<file path="config.mk">
export PLATFORM = sky130hd
export DESIGN_NAME = decoder_3
export DESIGN_NICKNAME = d
export VERILOG_FILES = /design/src/rtl/decoder_3.sv
export SDC_FILE = /design/constraint.sdc
export NUM_CORES = 1
export LEC_CHECK = 0
export ABC_AREA = 1
export BUFFER_PORTS_ARGS = -buffer_cell sky130_fd_sc_hd__buf_2
export CORE_UTILIZATION = 39
export CTS_CLUSTER_DIAMETER = 150
export DETAILED_ROUTE_END_ITERATION = 8
export PLACE_DENSITY = 0.84
export RECOVER_POWER = 100
export SLEW_MARGIN = 10
export SYNTH_ARGS = -nofsm -noshare
export SYNTH_HDL_FRONTEND = slang
export SYNTH_SLANG_ARGS = --single-unit
</file>
<file path="constraint.sdc">
create_clock -name clk -period 1.1 [get_ports clk]
set_input_delay 0.33 -clock clk [delete_from_list [all_inputs] [get_ports clk]]
set_output_delay 0.33 -clock clk [all_outputs]
set_load 0.05 [all_outputs]
</file>
<file path="src/rtl/decoder_3.sv">
// decoder_3: 3-to-8 one-hot decoder with a combinational primary output,
// a registered shadow copy, a change strobe, and optional per-line hit
// counters enabled by defining DECODER_3_STATS_EN.
module decoder_3 #(
  parameter int CNT_W = 8
) (
  input  logic               clk,
  input  logic               reset,
  input  logic [2:0]         in,
  output logic [7:0]         out,
  output logic [7:0]         out_q,
  output logic               changed,
  output logic [8*CNT_W-1:0] hit_cnt
);

  logic [2:0] in_q;
  logic       primed;

  // Combinational decode. The equality compare propagates X/Z on in to out
  // in simulation, and it does not depend on clk or reset.
  always_comb begin
    out = '0;
    for (int i = 0; i < 8; i++) begin
      out[i] = (in == 3'(i));
    end
  end

  // Shadow stage: registered one-hot plus change detection against the last
  // sample. primed masks the first sample after reset.
  always_ff @(posedge clk or posedge reset) begin
    if (reset) begin
      out_q   <= '0;
      changed <= 1'b0;
      in_q    <= '0;
      primed  <= 1'b0;
    end else begin
      out_q   <= out;
      changed <= primed && (in != in_q);
      in_q    <= in;
      primed  <= 1'b1;
    end
  end

`ifdef DECODER_3_STATS_EN
  logic [CNT_W-1:0] cnt_r [8];

  // Per-line saturating hit counters. Only the selected line advances, and
  // it holds once it reaches all ones.
  always_ff @(posedge clk or posedge reset) begin
    if (reset) begin
      for (int i = 0; i < 8; i++) begin
        cnt_r[i] <= '0;
      end
    end else begin
      for (int i = 0; i < 8; i++) begin
        if (out[i] && (cnt_r[i] != {CNT_W{1'b1}})) begin
          cnt_r[i] <= cnt_r[i] + CNT_W'(1);
        end
      end
    end
  end

  for (genvar g = 0; g < 8; g++) begin : g_hit
    assign hit_cnt[g*CNT_W +: CNT_W] = cnt_r[g];
  end
`else
  assign hit_cnt = '0;
`endif

endmodule

</file>
After elaboration in Yosys (flattened, before gate mapping). Cells that the tools add are included.

Add/sub/neg operators: 0. Reduce and logical (&&, ||, !) cells: 2. $mul: 0. Equality and inequality tests: 8. Bitwise gates (word level): 0. Mux-type cells: 0. Shift-type cells: 0. Divide/modulo/power cells: 0. $lt $le $gt $ge: 0.

Operator list (count): equality test 3 bit (second input constant) (4); equality test 3 x 2 -> 1 bit (second input constant) (2); equality test 3 x 1 -> 1 bit (second input constant) (1); zero test 3 bit (1); != test 3 bit (1); logical AND 1 bit (1).

Memories: 0. Word-level logic and storage cells: 14. Flip-flop bits (word level): 13. Memory bits (writable): 0. Latch bits: 0. Input bits: 5. ROM bits: 0. Output and inout bits: 81.

Logic depth before layout (Yosys ltp). Gate-level depths: netlist (run 1).

Depth in word-level cells: 2. Mapped depth: 6. Mapped depth without buffers: 6.

Worst setup path before layout (run 1). No wires, ideal clock.

Kind: input -> output. Start: input port in[2]. End: output port out[7]. Setup slack: -0.724 ns. Data required time: 0.770 ns. Stages: 2. Data arrival time: 1.494 ns. Path buffers: 0. Path through: inv_2 nor3_1.

Cells in the longest elaborated chain, start to end: 1.

Ends and longest elaborated chain: from (decl) (RTL line 9) `input logic [2:0] in,`; equality test 3 bit (RTL line 24) `out[i] = (in == 3'(i));`; to (decl) (RTL line 10) `output logic [7:0] out,`.

No other way between the ends.

Final worst setup path (run 1).
Start: input port in[1]. End: output port out[2].

Cells in the longest elaborated chain, start to end: 1.

Ends and longest elaborated chain (RTL line): equality test 3 x 2 -> 1 bit (24).

No other way between the ends.

==> results of run 1 <==
-- report_power, final --
part	internal, mW	total (mW)	switching (mW)
combinational	0.143	0.811	0.669
clock	0.141	0.304	0.163
sequential	0.499	0.509	0.00993
total	0.783	1.62	0.842
-- logic make-up (layout without fill, tap and decap cells) --
group,count (synthesis),count (layout)
buffers and inverters,71,48
other,2,65
and+or+nand+nor,16,16
DFF,13,13
xor gates and xnor gates,1,1
-- layer usage --
metal	part of all wire	routed length (µm)	track usage
met4	0.014	23	0.0556
met3	0.13	212	0.0455
met5	0	0	0
met2	0.56	942	0.264
met1	0.30	502	0.132
-- per-stage QoR --
| step | hold slack (ns) | std cells | setup TNS, ns | instance area (µm²) | util |
|---|---|---|---|---|---|
| after detailed placement | 0.381 | 161 | -2.86 | 1050 | 0.473 |
| after global placement | 0.368 | 161 | -2.72 | 1050 | 0.473 |
| after global routing | 0.0843 | 171 | -2.53 | 1270 | 0.573 |
| final | 0.0571 | 171 | -2.08 | 1270 | 0.573 |
| after floorplan | 0.207 | 166 | -0.692 | 1260 | - |
| after CTS | 0.0738 | 169 | -2.00 | 1240 | 0.563 |
-- how the worst max path moves through the flow --
stage	from	endpoint	slack, ns	cells past startpoint
final	in[1]	out[2]	-0.23	4
after global routing	in[1]	out[7]	-0.27	4
after CTS	in[1]	out[7]	-0.27	4
after detailed placement	in[2]	out[1]	-0.37	4
after global placement	in[2]	out[3]	-0.36	4
after floorplan	in[1]	out[2]	-0.13	2
-- what timing repair did --
action,4_1_cts,5_1_grt
pin swaps,5,3
gates resized for setup,44,2
setup buffers,4,2
endpoints found under the setup margin,17,17
-- layout by cell type, fill, tap and decap left out --
master | synthesis | routed
inv_1 | 5 | 4
nor3_4 | 0 | 8
inv_4 | 0 | 1
buf_12 | 0 | 6
buf_8 | 0 | 1
clkinvlp_4 | 0 | 1
clkbuf_1 | 0 | 1
inv_12 | 0 | 1
buf_2 | 0 | 1
dfrtp_1 | 13 | 13
nand2_1 | 7 | 7
buf_4 | 64 | 12
clkbuf_4 | 0 | 3
conb_1 | 2 | 65
xnor2_1 | 1 | 1
buf_6 | 0 | 17
nand3_1 | 1 | 1
-- sequential cells by signal, summed over array words and instances, names as in the netlist --
name     cells
primed       1
changed      1
out_q        8
in_q         3
-- area by class of cell --
type                    count  area share
clock buffers               4      0.0207
inverters                   7      0.0355
multi-input cells          82       0.327
flip-flops and latches     13       0.257
well taps                  28      0.0276
repair buffers             37       0.333
-- worst max-delay path, delay by kind of cell --
family | cells | cell delay [ns]
simple gates | 1 | 0.21
buf+inv | 3 | 0.47
==> flow_metrics.py, run 1 <==
metrics = {
    "finish": {
        "multiInputGateArea_um2": 414,
        "antenna_cells": 0,
        "layout-drive-gt1-share": 0.357,
        "nets": 149,
        "areaGrowthSynthToFinish_pct": 37.8,
        "seq_area_um2": 325,
        "nFillCells": 180,
    },
    "global_route": {
        "grt_use_total": 0.138,
        "gr-total-overflow": 0,
        "grt_pass1_wl_mm": 2.48,
        "grt_pass1_vias": 506,
        "grt_start_max_net_pins": 14,
        "antenna_found_initial": 0,
    },
    "worst_setup_path": {
        "r2r_setup_slack_ns": 0.28,
        "cp_data_arrival_time_ns": 1.00,
        "critPathMaxStageDelay_ns": 0.21,
        "path_cells": "buf_12 > clkinvlp_4 > nor3_4 > buf_6",
        "cp-end-kind": "output pin",
        "rr_worst_depth": 6,
        "r2r-end": "changed$_DFF_PP0_",
        "regToRegStartpoint": "in_q[2]$_DFF_PP0_",
        "cp-start-kind": "input pin",
        "cp_max_fo": 4,
        "crit_type": "in -> out",
        "cp_slowest_cell": "nor3_4",
        "worstPathRequired_ns": 0.77,
    },
    "power_and_ir_drop": {
        "p_total_mw": 1.62,
        "peakVddDrop_mv": 0.878,
        "p_leak_nw": 0.718,
        "powerDensity_mw_per_mm2": 1280,
    },
    "placed_design": {
        "hpwl_mm": 1.08,
        "gp_congestion": 0.723,
        "io_buffers": 21,
        "pre_cts_ws_ns": -0.373,
    },
    "timing": {
        "fin_worst_skew_ns": 0.000295,
        "worstMarginPinSlew_ns": 0.500,
        "max_freq_ghz": 0.750,
        "slew_viol_final": 0,
        "finalCriticalPeriod_ns": 1.33,
        "rsz0062_at_grt": "true",
        "slew_headroom": 0.666,
        "period_share": 1.21,
        "hold_violations": 0,
        "final-setup-viol-count": 17,
        "setup_ws_ns": -0.233,
    },
    "synthesis": {
        "ys_ff_latch": 13,
        "synthSimpleGateAreaFrac": 0.0776,
        "synthTopCellsByCount": "buf_4 (64), dfrtp_1 (13), nor3_1 (8)",
        "synthMuxAreaShare": 0,
        "synth.most_common_cell": "buf_4",
        "synth_top_cell_by_area": "buf_4",
        "ys_seq_area_frac": 0.354,
        "synth_top_family_by_area": "buffers and inverters",
        "synth_fa_ha_area_frac": 0,
        "synth_edf_count": 0,
        "synth.area.top_cells": "buf_4 (52%), dfrtp_1 (35%), nor3_1 (4.4%)",
        "synthCells": 103,
        "synth-xor-area-share": 0.00952,
        "synth_warnings": 0,
        "synthArstFlopShare": 1.00,
        "yosysUniqueCellTypes": 9,
        "synth_ff_type": "dfrtp_1",
        "synth.avg_cell_area_um2": 8.93,
        "syn_area_um2": 920,
        "synth_top_area_frac": 0.522,
        "synth-compound-area-share": 0,
    },
    "clocking": {
        "cts.path.max_buffers": 2,
        "htreeDepth": 1,
        "cts_buffers": 3,
        "cts_tree": "built",
        "cts-root-buf": "clkbuf_4",
        "clk_pin_slew_worst_paths_ns": 0.08,
        "holdBufCountCts": 0,
        "cts_sinks": 13,
        "clk_latency_ns": 0.28,
    },
    "die": {
        "dieArea_mm2": 0.00256,
        "core_mm2": 0.00221,
        "die_h_um": 50.6,
        "rows": 17,
        "start_util": 0.416,
        "num_io_pins": 86,
        "die_x_um": 50.6,
    },
    "detailed_routing": {
        "viasPerCell": 3.55,
        "finalWirelength_mm": 1.68,
        "final_antenna_net_count": 0,
        "drt_iter0_drc": 6,
        "dr.pass1.iters": 4,
        "wl_per_cell_um": 9.83,
        "vias": 607,
        "drc": 0,
    },
    "job": {
        "max-cap-violations": 0,
    },
    "outcome": {
        "status": "finished, violations left",
        "violations": "setup timing",
    },
    "hold_path": {
        "hold_class": "in -> async",
    },
}
Note: power is estimated with default switching activity, not from simulation.
==> run 2, diff against run 1 <==
- CELL_PAD_IN_SITES_DETAIL_PLACEMENT: unset -> 0
- CELL_PAD_IN_SITES_GLOBAL_PLACEMENT: unset -> 1
- CORE_ASPECT_RATIO: unset -> 0.5
- CORE_UTILIZATION: 39 -> 26
- HOLD_SLACK_MARGIN: unset -> 0.06
- PLACE_DENSITY: 0.84 -> unset
- PLACE_DENSITY_LB_ADDON: unset -> 0.1
==> flow_metrics.py, run 2 (synthesis gave the netlist of run 1 again) <==
metrics = {
    "placed_design": {
        "io_buffers": 21,
        "gp_congestion": 0.697,
        "hpwl_mm": 1.11,
    },
    "timing": {
        "finalCriticalPeriod_ns": 1.31,
        "final-setup-viol-count": 10,
        "setup_ws_ns": -0.206,
        "period_share": 1.19,
        "tns_ns": -1.45,
        "fin_worst_skew_ns": 0.000704,
        "worstMarginPinSlew_ns": 0.721,
        "slew_headroom": 0.519,
        "slew_viol_final": 0,
        "rsz0062_at_grt": "true",
        "max_freq_ghz": 0.766,
        "hold_violations": 0,
    },
    "job": {
        "max-cap-violations": 0,
    },
    "finish": {
        "nFillCells": 325,
        "mostFrequentLayoutCell": "conb_1",
        "areaGrowthSynthToFinish_pct": 40.4,
        "postLayoutCoreUtil": 0.405,
        "nets": 149,
        "antenna_cells": 0,
        "largest_registers": "out_q (8), in_q (3)",
        "layout-drive-gt1-share": 0.343,
        "top_register": "out_q",
        "largest_reg_flops": 8,
        "final_cell_mix": "conb_1 (65), buf_6 (19), dfrtp_1 (13), nor3_4 (8), buf_4 (8)",
    },
    "clocking": {
        "clk_pin_slew_worst_paths_ns": 0.06,
        "cts_tree": "built",
        "cts_sinks": 13,
        "cts-root-buf": "clkbuf_8",
        "clk_latency_ns": 0.24,
        "htreeDepth": 1,
        "cts_buffers": 3,
        "cts.path.max_buffers": 2,
    },
    "detailed_routing": {
        "wl_per_cell_um": 7.01,
        "final_antenna_net_count": 0,
        "dr.pass1.iters": 2,
        "viasPerCell": 2.98,
        "vias": 570,
        "finalWirelength_mm": 1.34,
        "drc": 0,
        "drt_iter0_drc": 20,
    },
    "worst_setup_path": {
        "cp-end-kind": "output pin",
        "r2r-end": "changed$_DFF_PP0_",
        "regToRegStartpoint": "in_q[1]$_DFF_PP0_",
        "cp-start-kind": "input pin",
        "startpoint": "in[1]",
        "cp_max_fo": 4,
        "crit_type": "in -> out",
        "cp_data_arrival_time_ns": 0.98,
        "worstPathRequired_ns": 0.77,
        "r2r_setup_slack_ns": 0.29,
        "rr_worst_depth": 4,
    },
    "power_and_ir_drop": {
        "p_leak_nw": 0.711,
        "p_comb_frac": 0.460,
        "power.internal_mw": 0.886,
        "clkPwrFrac": 0.245,
        "peakVddDrop_mv": 0.448,
        "seqPwrFrac": 0.295,
        "p_sw_frac": 0.488,
        "powerDensity_mw_per_mm2": 1340,
        "switchingPower_mw": 0.844,
    },
    "global_route": {
        "antenna_found_initial": 0,
        "grt_use_total": 0.0724,
        "grt_start_max_net_pins": 14,
        "grt_pass1_wl_mm": 1.99,
        "gr-total-overflow": 0,
        "grt_pass1_vias": 418,
    },
    "hold_path": {
        "hold_class": "in -> async",
    },
    "die": {
        "die_x_um": 86.1,
        "die_h_um": 44.1,
        "rows": 14,
        "dieArea_mm2": 0.00379,
        "num_io_pins": 86,
        "start_util": 0.288,
        "core_mm2": 0.00319,
    },
    "outcome": {
        "violations": "setup timing",
        "status": "finished, violations left",
    },
}
-- run 2: cell count changes in the layout (fill, tap and decap cells not counted), sizes merged --
cell and delta:
clkbuf +2, buf -3, clkinv +1
-- run 2: worst max-delay path by stage --
stage	end	slack, ns
after floorplan	out[2]	-0.13
after global placement	out[0]	-0.37
after detailed placement	out[0]	-0.37
after CTS	out[6]	-0.20
after global routing	out[6]	-0.23
final	out[3]	-0.21
-- run 2: critical path, cell delays in order --
cell	delay (ns)
buf_8	0.09
clkinvlp_4	0.18
nor3_4	0.19
buf_6	0.18
-- run 2: power by group through the flow --
stage	clock [mW]	sequential (mW)	combinational, mW
floorplan	0	0.565	0.752
global placement	0	0.514	0.743
detailed placement	0	0.514	0.742
CTS	0.449	0.509	0.802
global route	0.466	0.512	0.826
finish	0.425	0.510	0.796
-- run 2: repair_timing --
item	CTS	global route
cloned	0	0
buffers inserted	3	0
pin swaps	4	1
endpoints found under the setup margin	17	17
gates resized for setup	47	0
hold buffers	0	0
-- run 2: cell type report --
| class | count | area, µm² | area share |
|---|---|---|---|
| multi-input combinational | 82 | 414 | 0.321 |
| clock buffer | 3 | 41.3 | 0.0320 |
| timing repair buffer | 37 | 400 | 0.310 |
| sequential | 13 | 325 | 0.252 |
| clock inverter | 1 | 5.00 | 0.00388 |
| inverter | 7 | 45.0 | 0.0349 |
| tap | 48 | 60.1 | 0.0465 |
-- run 2: layer usage --
layer  global-route usage  wire [µm]  share of wire  vias to the layer above
met4               0.0300         15          0.011                        0
met2                0.105        639           0.48                       53
li1                     -          -              -                      269
met1               0.0931        522           0.39                      246
met5                    0          0              0                        -
met3               0.0354        161           0.12                        2
-- run 2: per-stage QoR --
step / total power, mW / setup WS (ns) / cell area (µm²) / instances / hold slack, ns
floorplan: 1.32 / -0.134 / 1260 / 166 / 0.207
global placement: 1.26 / -0.367 / 1080 / 184 / 0.335
detailed placement: 1.26 / -0.373 / 1080 / 184 / 0.335
CTS: 1.76 / -0.205 / 1300 / 191 / 0.0678
global route: 1.80 / -0.233 / 1290 / 191 / 0.342
finish: 1.73 / -0.206 / 1290 / 191 / 0.259
